$ cat src/rtl/ex_stage_pkg.sv
`default_nettype none
// +------------------------------------------------------------------+
// | ex_stage_pkg: shared control struct, zero register, ALU opcodes  |
// | Revision: 1.0                                                    |
// +------------------------------------------------------------------+
package ex_stage_pkg;

    localparam int unsigned XZR = 31;

    localparam logic [3:0] ALU_AND  = 4'b0000;
    localparam logic [3:0] ALU_ORR  = 4'b0001;
    localparam logic [3:0] ALU_ADD  = 4'b0010;
    localparam logic [3:0] ALU_SUB  = 4'b0110;
    localparam logic [3:0] ALU_PASS = 4'b0111;
    localparam logic [3:0] ALU_LSL  = 4'b1000;
    localparam logic [3:0] ALU_LSR  = 4'b1001;

    typedef struct packed {
        logic       alusrc;
        logic [3:0] alucontrol;
        logic       regwrite;
        logic       memread;
        logic       memwrite;
        logic       memtoreg;
        logic       branch;
    } ctrl_t;

endpackage
`default_nettype wire

$ cat src/rtl/id_ex_stage_if.sv
`default_nettype none
// +------------------------------------------------------------------+
// | id_ex_stage_if: decode-to-EX valid/ready operand bus             |
// | Revision: 1.0                                                    |
// +------------------------------------------------------------------+
interface id_ex_stage_if #(
    parameter int N      = 64,
    parameter int REG_AW = 5
);
    import ex_stage_pkg::*;

    logic              id_valid;
    logic              id_ready;
    logic [N-1:0]      id_rd1;
    logic [N-1:0]      id_rd2;
    logic [N-1:0]      id_imm;
    logic [REG_AW-1:0] id_rn;
    logic [REG_AW-1:0] id_rm;
    logic [REG_AW-1:0] id_rd;
    ctrl_t             id_ctrl;

    modport master (
        output id_valid, id_rd1, id_rd2, id_imm, id_rn, id_rm, id_rd, id_ctrl,
        input  id_ready
    );

    modport slave (
        input  id_valid, id_rd1, id_rd2, id_imm, id_rn, id_rm, id_rd, id_ctrl,
        output id_ready
    );
endinterface
`default_nettype wire

$ cat src/rtl/id_ex_stage_forward_mux.sv
`default_nettype none
// +------------------------------------------------------------------+
// | forward_mux: per-operand EX/MEM > MEM/WB > regfile source select |
// | Revision: 1.0                                                    |
// +------------------------------------------------------------------+
module forward_mux
    import ex_stage_pkg::*;
#(
    parameter int N      = 64,
    parameter int REG_AW = 5
) (
    input  wire logic [REG_AW-1:0] src,
    input  wire logic [N-1:0]      reg_val,
    input  wire logic              exmem_regwrite,
    input  wire logic [REG_AW-1:0] exmem_rd,
    input  wire logic [N-1:0]      exmem_result,
    input  wire logic              memwb_regwrite,
    input  wire logic [REG_AW-1:0] memwb_rd,
    input  wire logic [N-1:0]      memwb_result,
    output logic      [N-1:0]      fwd
);
    localparam logic [REG_AW-1:0] ZR = REG_AW'(XZR);

    logic w_src_live;

    assign w_src_live = (src != ZR);

    // EX/MEM is the younger producer, so it is checked first
    always_comb begin
        fwd = reg_val;
        if (w_src_live && exmem_regwrite && (exmem_rd == src)) begin
            fwd = exmem_result;
        end else if (w_src_live && memwb_regwrite && (memwb_rd == src)) begin
            fwd = memwb_result;
        end
    end
endmodule
`default_nettype wire

$ cat src/rtl/id_ex_stage.sv
`default_nettype none
// +------------------------------------------------------------------+
// | id_ex_stage: ID/EX register with forwarding and load-use stall   |
// | Revision: 1.0                                                    |
// +------------------------------------------------------------------+
module id_ex_stage
    import ex_stage_pkg::*;
#(
    parameter int N      = 64,
    parameter int REG_AW = 5
) (
    input  wire logic              clk,
    input  wire logic              reset,
    id_ex_stage_if.slave           id_bus,
    input  wire logic              flush,
    input  wire logic              exmem_regwrite,
    input  wire logic [REG_AW-1:0] exmem_rd,
    input  wire logic [N-1:0]      exmem_result,
    input  wire logic              memwb_regwrite,
    input  wire logic [REG_AW-1:0] memwb_rd,
    input  wire logic [N-1:0]      memwb_result,
    output logic                   ex_valid,
    output logic      [N-1:0]      alu_a,
    output logic      [N-1:0]      alu_b,
    output logic      [3:0]        alu_control,
    output logic      [N-1:0]      ex_store_data,
    output logic      [REG_AW-1:0] ex_rd,
    output ctrl_t                  ex_ctrl
);
    localparam logic [REG_AW-1:0] ZR = REG_AW'(XZR);

    logic              valid_q, valid_d;
    ctrl_t             ctrl_q,  ctrl_d;
    logic [N-1:0]      rd1_q,   rd1_d;
    logic [N-1:0]      rd2_q,   rd2_d;
    logic [N-1:0]      imm_q,   imm_d;
    logic [REG_AW-1:0] rn_q,    rn_d;
    logic [REG_AW-1:0] rm_q,    rm_d;
    logic [REG_AW-1:0] rd_q,    rd_d;

    logic              stall;
    logic [N-1:0]      fwd_a;
    logic [N-1:0]      fwd_b;

    // rm only matters when it is really read as a register (not an immediate op) or is store data
    assign stall = valid_q && ctrl_q.memread && (rd_q != ZR) && id_bus.id_valid &&
                   ((rd_q == id_bus.id_rn) ||
                    ((rd_q == id_bus.id_rm) && (!id_bus.id_ctrl.alusrc || id_bus.id_ctrl.memwrite)));

    assign id_bus.id_ready = !stall;

    always_comb begin
        valid_d = valid_q;
        ctrl_d  = ctrl_q;
        rd1_d   = rd1_q;
        rd2_d   = rd2_q;
        imm_d   = imm_q;
        rn_d    = rn_q;
        rm_d    = rm_q;
        rd_d    = rd_q;
        if (!flush && id_bus.id_valid && !stall) begin
            valid_d = 1'b1;
            ctrl_d  = id_bus.id_ctrl;
            rd1_d   = id_bus.id_rd1;
            rd2_d   = id_bus.id_rd2;
            imm_d   = id_bus.id_imm;
            rn_d    = id_bus.id_rn;
            rm_d    = id_bus.id_rm;
            rd_d    = id_bus.id_rd;
        end else begin
            // Bubble: kill side effects, keep data fields as they were
            valid_d           = 1'b0;
            ctrl_d.regwrite   = 1'b0;
            ctrl_d.memread    = 1'b0;
            ctrl_d.memwrite   = 1'b0;
            ctrl_d.branch     = 1'b0;
            ctrl_d.alucontrol = 4'b0000;
        end
    end

    always_ff @(posedge clk or negedge reset) begin
        if (!reset) begin
            valid_q <= 1'b0;
            ctrl_q  <= '0;
            rd1_q   <= '0;
            rd2_q   <= '0;
            imm_q   <= '0;
            rn_q    <= '0;
            rm_q    <= '0;
            rd_q    <= '0;
        end else begin
            valid_q <= valid_d;
            ctrl_q  <= ctrl_d;
            rd1_q   <= rd1_d;
            rd2_q   <= rd2_d;
            imm_q   <= imm_d;
            rn_q    <= rn_d;
            rm_q    <= rm_d;
            rd_q    <= rd_d;
        end
    end

    forward_mux #(.N(N), .REG_AW(REG_AW)) u_fwd_a (
        .src            (rn_q),
        .reg_val        (rd1_q),
        .exmem_regwrite (exmem_regwrite),
        .exmem_rd       (exmem_rd),
        .exmem_result   (exmem_result),
        .memwb_regwrite (memwb_regwrite),
        .memwb_rd       (memwb_rd),
        .memwb_result   (memwb_result),
        .fwd            (fwd_a)
    );

    forward_mux #(.N(N), .REG_AW(REG_AW)) u_fwd_b (
        .src            (rm_q),
        .reg_val        (rd2_q),
        .exmem_regwrite (exmem_regwrite),
        .exmem_rd       (exmem_rd),
        .exmem_result   (exmem_result),
        .memwb_regwrite (memwb_regwrite),
        .memwb_rd       (memwb_rd),
        .memwb_result   (memwb_result),
        .fwd            (fwd_b)
    );

    assign ex_valid      = valid_q;
    assign ex_ctrl       = ctrl_q;
    assign ex_rd         = rd_q;
    assign alu_control   = ctrl_q.alucontrol;
    assign alu_a         = fwd_a;
    assign ex_store_data = fwd_b;
    assign alu_b         = ctrl_q.alusrc ? imm_q : fwd_b;
endmodule
`default_nettype wire

$ cat src/flat_wrapper.sv
// flat-port wrapper written by rule: the top's interface ports become plain ports
module id_ex_stage_flat import ex_stage_pkg::*;
#(
    parameter int N      = 64,
    parameter int REG_AW = 5
)
  (clk, reset, flush, exmem_regwrite, exmem_rd, exmem_result, memwb_regwrite, memwb_rd, memwb_result, ex_valid, alu_a, alu_b, alu_control, ex_store_data, ex_rd, ex_ctrl, id_bus_id_valid, id_bus_id_rd1, id_bus_id_rd2, id_bus_id_imm, id_bus_id_rn, id_bus_id_rm, id_bus_id_rd, id_bus_id_ctrl, id_bus_id_ready);
  id_ex_stage_if #(.N(N), .REG_AW(REG_AW)) id_bus_i ();
  input  wire logic clk;
  input  wire logic reset;
  input  wire logic flush;
  input  wire logic exmem_regwrite;
  input  wire logic [REG_AW-1:0] exmem_rd;
  input  wire logic [N-1:0] exmem_result;
  input  wire logic memwb_regwrite;
  input  wire logic [REG_AW-1:0] memwb_rd;
  input  wire logic [N-1:0] memwb_result;
  output logic ex_valid;
  output logic      [N-1:0] alu_a;
  output logic      [N-1:0] alu_b;
  output logic      [3:0] alu_control;
  output logic      [N-1:0] ex_store_data;
  output logic      [REG_AW-1:0] ex_rd;
  output ctrl_t ex_ctrl;
  input wire logic [$bits(id_bus_i.id_valid)-1:0] id_bus_id_valid;
  input wire logic [$bits(id_bus_i.id_rd1)-1:0] id_bus_id_rd1;
  input wire logic [$bits(id_bus_i.id_rd2)-1:0] id_bus_id_rd2;
  input wire logic [$bits(id_bus_i.id_imm)-1:0] id_bus_id_imm;
  input wire logic [$bits(id_bus_i.id_rn)-1:0] id_bus_id_rn;
  input wire logic [$bits(id_bus_i.id_rm)-1:0] id_bus_id_rm;
  input wire logic [$bits(id_bus_i.id_rd)-1:0] id_bus_id_rd;
  input wire logic [$bits(id_bus_i.id_ctrl)-1:0] id_bus_id_ctrl;
  output wire logic [$bits(id_bus_i.id_ready)-1:0] id_bus_id_ready;
  assign id_bus_i.id_valid = id_bus_id_valid;
  assign id_bus_i.id_rd1 = id_bus_id_rd1;
  assign id_bus_i.id_rd2 = id_bus_id_rd2;
  assign id_bus_i.id_imm = id_bus_id_imm;
  assign id_bus_i.id_rn = id_bus_id_rn;
  assign id_bus_i.id_rm = id_bus_id_rm;
  assign id_bus_i.id_rd = id_bus_id_rd;
  assign id_bus_i.id_ctrl = id_bus_id_ctrl;
  assign id_bus_id_ready = id_bus_i.id_ready;
  id_ex_stage #(.N(N), .REG_AW(REG_AW)) u_core (.clk(clk), .reset(reset), .id_bus(id_bus_i), .flush(flush), .exmem_regwrite(exmem_regwrite), .exmem_rd(exmem_rd), .exmem_result(exmem_result), .memwb_regwrite(memwb_regwrite), .memwb_rd(memwb_rd), .memwb_result(memwb_result), .ex_valid(ex_valid), .alu_a(alu_a), .alu_b(alu_b), .alu_control(alu_control), .ex_store_data(ex_store_data), .ex_rd(ex_rd), .ex_ctrl(ex_ctrl));
endmodule
$ cat config.mk
export PLATFORM = sky130hd
export DESIGN_NAME = id_ex_stage_flat
export DESIGN_NICKNAME = d
export VERILOG_FILES = /design/src/rtl/ex_stage_pkg.sv /design/src/rtl/id_ex_stage_if.sv /design/src/rtl/id_ex_stage_forward_mux.sv /design/src/rtl/id_ex_stage.sv /design/src/flat_wrapper.sv
export SDC_FILE = /design/constraint.sdc
export NUM_CORES = 1
export LEC_CHECK = 0
export BUFFER_PORTS_ARGS = -buffer_cell sky130_fd_sc_hd__buf_2
export CAP_MARGIN = 20
export CORE_AREA = 5 5 218 220
export CTS_BUF_LIST = sky130_fd_sc_hd__clkbuf_8
export DETAILED_ROUTE_END_ITERATION = 16
export DIE_AREA = 0 0 223 225
export GPL_ROUTABILITY_DRIVEN = 0
export PLACE_DENSITY_LB_ADDON = 0.15
export SETUP_SLACK_MARGIN = 0.4
export SLEW_MARGIN = 30
export SYNTH_ARGS = -nofsm -noshare
export SYNTH_HDL_FRONTEND = slang
export SYNTH_SLANG_ARGS = --single-unit
$ cat constraint.sdc
create_clock -name clk -period 4.15 [get_ports clk]
set_input_delay 0.2075 -clock clk [delete_from_list [all_inputs] [get_ports clk]]
set_output_delay 0.2075 -clock clk [all_outputs]
set_load 0.02 [all_outputs]
### Word-level counts from Yosys, hierarchy flattened

Index checks and enable logic that the tools add are counted.

| storage, ports and cells | value |
|---|---|
| output and inout bits | 213 |
| input bits | 361 |
| register bits after elaboration | 218 |
| word-level logic and storage cells | 51 |

| cells by class | value |
|---|---|
| reductions and logical operators | 20 |
| multiplexer cells | 8 |
| equality and inequality tests | 9 |

Operator list:

| cell | number |
|---|---|
| 2-to-1 mux 64 bit | 5 |
| equality test 5 bit | 6 |
| logical AND 1 bit | 15 |
| != test 5 bit (second input constant) | 3 |
| 2-to-1 mux 7 bit | 1 |
| zero test 1 bit | 3 |
| logical OR 1 bit | 2 |
| 2-to-1 mux 1 bit | 2 |

### Depth between registers and ports, before layout

| logic depth | value |
|---|---|
| depth in word-level cells | 8 |
| depth in mapped cells | 8 |
| depth with buffers taken out | 5 |

### Modules after synthesis

From an unflattened synthesis, not the netlist that was laid out.

| unflattened totals | value |
|---|---|
| cell total of the unflattened synthesis | 1200 |
| area total of the unflattened synthesis | 13457.9 um^2 |

By module, submodules not included:

| module | sequential area each (um^2) | instances | area an instance (um^2) | cells each |
|---|---|---|---|---|
| id_ex_stage | 5455.2 | 1 | 9406.5 | 556 |
| forward_mux | 0.0 | 2 | 2025.7 | 322 |

### Least setup slack after synthesis

Ideal clock, no wire load.

| path | value |
|---|---|
| path kind | flip-flop to output port |
| from | register u_core.rm_q[2] |
| to | output port alu_b[4] |
| cell stages (with the launch flop) | 8 |
| required time | 3943 ps |
| path slack | 1935 ps |
| buffers on the path | 2 |
| arrival time | 2008 ps |
| cells stage by stage | dfrtp_1 -> xnor2_1 -> nand4_1 -> or2_1 -> buf_4 -> buf_4 -> a31oi_1 -> mux2_2 |

| between the ends | value |
|---|---|
| cells in the longest elaborated chain, start to end | 6 |
| elaborated cells on any way between the ends | 10 |
| classes of those cells | 3 x eq/ne; 3 x mux; 4 x reduce/logical |

Ends and longest elaborated chain:

| element | RTL line | source |
|---|---|---|
| start: declaration | id_ex_stage.sv:38 | `logic [REG_AW-1:0] rm_q, rm_d;` |
| start signal: assignment | id_ex_stage.sv:98 | `rm_q <= rm_d;` |
| != test 5 bit | id_ex_stage_forward_mux.sv:26 | `assign w_src_live = (src != ZR);` |
| logical AND 1 bit (2 in a row) | id_ex_stage_forward_mux.sv:33 | `end else if (w_src_live && memwb_regwrite && (memwb_rd == src)) begin` |
| 2-to-1 mux 64 bit | id_ex_stage_forward_mux.sv:33 |  |
| 2-to-1 mux 64 bit * | id_ex_stage_forward_mux.sv:31 | `if (w_src_live && exmem_regwrite && (exmem_rd == src)) begin` |
| via ex_store_data[4] | flat_wrapper.sv:22 | `output logic [N-1:0] ex_store_data;` |
| 2-to-1 mux 64 bit * | id_ex_stage.sv:133 | `assign alu_b = ctrl_q.alusrc ? imm_q : fwd_b;` |
| end: declaration | flat_wrapper.sv:20 | `output logic [N-1:0] alu_b;` |

The timed path passes the listed nets; every way through them passes the cells marked *.

### Worst setup path in the final report

| path | value |
|---|---|
| from | register u_core.rm_q[2] |
| to | output port alu_b[22] |

| between the ends | value |
|---|---|
| cells in the longest elaborated chain, start to end | 6 |
| elaborated cells on any way between the ends | 10 |
| classes of those cells | 3 x eq/ne; 3 x mux; 4 x reduce/logical |

Ends and longest elaborated chain:

| element | RTL line |
|---|---|
| != test 5 bit | id_ex_stage_forward_mux.sv:26 |
| logical AND 1 bit (2 in a row) | id_ex_stage_forward_mux.sv:33 |
| 2-to-1 mux 64 bit | id_ex_stage_forward_mux.sv:33 |
| 2-to-1 mux 64 bit * | id_ex_stage_forward_mux.sv:31 |
| 2-to-1 mux 64 bit * | id_ex_stage.sv:133 |

Every way passes the cells marked *; elsewhere a longest branch is shown, timed or not.

==> reports/metrics.csv <==
stage;metric;value;unit
layout;nNetsFinal;2296;
die;ioPinCount;574;
global_routing;antenna_found_initial;12;
logic_synthesis;netlist.area_leader.share;0.407;
setup_path;crit_required;3.94;ns
timing;relSlewSlack;0.391;
logic_synthesis;synth_common_cells;218 x dfrtp_1, 155 x mux2_2, 100 x mux2_4, 87 x nand2_1, 65 x and3_1;
global_routing;grt_max_degree;118;
pwr;p_leak;8.88;nW
setup_path;r2r-start;u_core.ex_rd[0];
timing;worst_pin_slew;0.913;ns
layout;seq_area;0.00546;mm2
global_routing;use_met3;0.0509;
clock_tree;clk_pin_slew;0.06;ns
placed_design;post-place-ws;1.32;ns
flow_run;max-cap-violations;0;
global_routing;grt.busiest_layer;met2;
timing;finalSetupViolations;0;
clock_tree;htree_levels;2;
drt;ant_nets;0;
clock_tree;root_buffer;clkbuf_8;
logic_synthesis;synth_cell_type_count;36;
setup_path;path_max_fanout;44;
die;die_h;225;um
setup_path;end_kind;primary output;
setup_path;path_class;reg2out;
drt;firstDrtPassIters;5;
global_routing;grt_usage;0.214;
global_routing;grt_util_met2;0.362;
logic_synthesis;yosys.area.top_type;dfrtp_1;
die;dieArea;0.0502;mm2
timing;hold_ws;0.112;ns
timing;post-route-period-util;0.816;
logic_synthesis;ys_warn_count;0;
logic_synthesis;synth_area_leaders;dfrtp_1 41%, mux2_2 13%, mux2_4 11%, mux2i_1 4.8%, o31ai_1 3.6%;
clock_tree;cts_buffer_depth;3;
die;start_util;0.297;
timing;fmax;295;MHz
setup_path;reg2reg_depth;6;
global_routing;gr-usage-met1;0.267;
setup_path;reg2reg_to;u_core.imm_q[34];
clock_tree;cts_tree;built;
layout;multi_input_area;0.00730;mm2
timing;fin_skew;0.0139;ns
logic_synthesis;ys_ff_latch;218;
logic_synthesis;synth_edf_count;0;
global_routing;grt_pass1_wl;84.4;mm
setup_path;cp-start-kind;register;
timing;fin_crit;3.39;ns
logic_synthesis;synth.most_common_cell;dfrtp_1;
logic_synthesis;synthXorXnorAreaFrac;0.0213;
logic_synthesis;synthArstFlopShare;1.00;
drt;vias_per_cell;4.94;
global_routing;overflow;0;
layout;fillers;4491;
drt;drtIter0Drc;647;
placed_design;detailed_place_hpwl;40.4;mm
logic_synthesis;synth_nets;1552;
die;coreArea;0.0451;mm2
drt;post_drt_wl_per_cell;22.1;um
clock_tree;clk_latency;0.59;ns
timing;setup_ws;0.762;ns
logic_synthesis;syn_avg_cell_area;11.2;um2
logic_synthesis;synthSimpleGateAreaFrac;0.112;
pwr;ir_drop;0.256;mV
drt;routed-via-count;12700;
die;die_width;223;um
global_routing;grt_pass1_vias;13700;
layout;drive_gt1_frac;0.497;
placed_design;portBuffers;573;
timing;maxSlewViolCount;0;
logic_synthesis;synth_top_family_by_area;multiplexers;
status;status;finished, final reports clean;
timing;finalHoldViolCount;0;
pwr;powerDensity;391;mW/mm2
logic_synthesis;synth_compound_area_frac;0.118;
logic_synthesis;seq_area_frac_synth;0.407;
logic_synthesis;yosys-mux-area-fraction;0.290;
logic_synthesis;synth_ff_type;dfrtp_1;
clock_tree;cts.sinks;218;
clock_tree;postCtsSetupBuffers;0;
logic_synthesis;netlist_area;0.0134;mm2
timing;rsz0062_at_grt;no;
clock_tree;cts_resized;0;
timing;fin_tns_setup;0;ns
min_path;hp-class;in2async;
setup_path;r2r_slack;1.75;ns
pwr;fin_total_pwr;7.72;mW
logic_synthesis;synth_cells;1191;
setup_path;cp.arrival;3.18;ns
layout;area_delta_synth_final;47.3;%
logic_synthesis;synthAdderAreaFrac;0;
drt;drc;0;
clock_tree;cts_made_buffers;44;
die;rows;78;
drt;wirelength;56.7;mm
-- cells in the final DEF, fill, tap and decap left out, types with 2 or more instances in the layout --
master	count
buf_2	572
dlygate4sd3_1	218
dfrtp_1	217
mux2_2	155
mux2_4	100
nand2_1	86
and3_1	65
o31ai_1	64
mux2i_1	64
o21ai_0	64
clkbuf_8	54
nand3_1	50
nor3_1	46
nor2_1	37
a31oi_2	37
xnor2_1	22
buf_4	18
inv_1	15
a31oi_1	10
a221oi_2	10
diode_2	9
a221oi_1	8
and2_1	8
buf_12	6
nand4_1	5
xnor2_2	4
xor2_1	4
clkinv_2	3
or2_4	2
nor2_2	2
nor4_2	2
-- state kept, by name (all words and copies together), names as in the netlist --
name,cells
u_core.imm_q,64
u_core.rd1_q,64
u_core.rd2_q,64
u_core.ex_ctrl,6
u_core.ex_rd,5
u_core.rm_q,5
u_core.rn_q,5
u_core.alu_control,4
u_core.ex_valid,1
-- metrics by stage --
| step | instances | cell area, um2 | utilization |
|---|---|---|---|
| floorplan | 1191 | 13400 | - |
| global route | 2570 | 19700 | 0.437 |
| finish | 2570 | 19700 | 0.437 |
| global placement | 2270 | 16600 | 0.369 |
| CTS | 2560 | 19700 | 0.436 |
| detailed placement | 2270 | 16600 | 0.369 |
-- worst max path at each step --
stage	startpoint	to	slack [ns]	cells past startpoint
floorplan	u_core.rm_q[2]	alu_b[4]	1.93	7
global placement	u_core.rm_q[1]	alu_b[29]	1.36	8
detailed placement	u_core.rm_q[2]	alu_b[22]	1.32	8
CTS	u_core.rm_q[2]	alu_b[22]	0.67	8
global route	u_core.rm_q[2]	alu_b[7]	0.59	8
finish	u_core.rm_q[2]	alu_b[22]	0.76	8
-- routing by layer --
layer  vias to the layer above  wire length, um
met5                         -               36
met4                         6             1900
met3                       110             3650
met2                       493            27300
met1                      6217            23800
li1                       5881                -
-- layout make-up --
cell class / count / area share
clock inverters: 18 / 0.00495
inverters: 1 / 0.000190
multi-input cells: 854 / 0.370
well taps: 600 / 0.0381
diodes: 9 / 0.00114
clock buffers: 54 / 0.0377
repair buffers: 816 / 0.271
flip-flops and latches: 218 / 0.277
-- critical path, cell delays in order (launching register included) --
cell and delay [ns]:
dfrtp_1 0.44, xnor2_1 0.16, nand4_1 0.14, buf_4 0.34, or2_4 0.45, buf_12 0.35, nor2_1 0.15, o31ai_1 0.26
buf_2 0.25
-- repair_timing --
| item | CTS | global route |
|---|---|---|
| endpoints found under the setup margin | 0 | 0 |
| hold buffers | 218 | 0 |
| hold endpoints to repair | 324 | 0 |
-- logic make-up (layout without fill, tap and decap cells) --
kind of cell | Yosys count | count (layout)
muxes | 319 | 319
and+or+nand+nor | 308 | 308
DFF | 218 | 218
AOI/OAI and AO/OA | 197 | 197
buffers and inverters | 119 | 889
xor gates and xnor gates | 30 | 30
other | 0 | 9
-- power by group --
part | internal (mW) | switching (mW)
logic | 1.27 | 1.56
registers | 2.43 | 0.236
clock network | 1.22 | 0.999
total | 4.92 | 2.80
(Power assumes the default switching activity.)
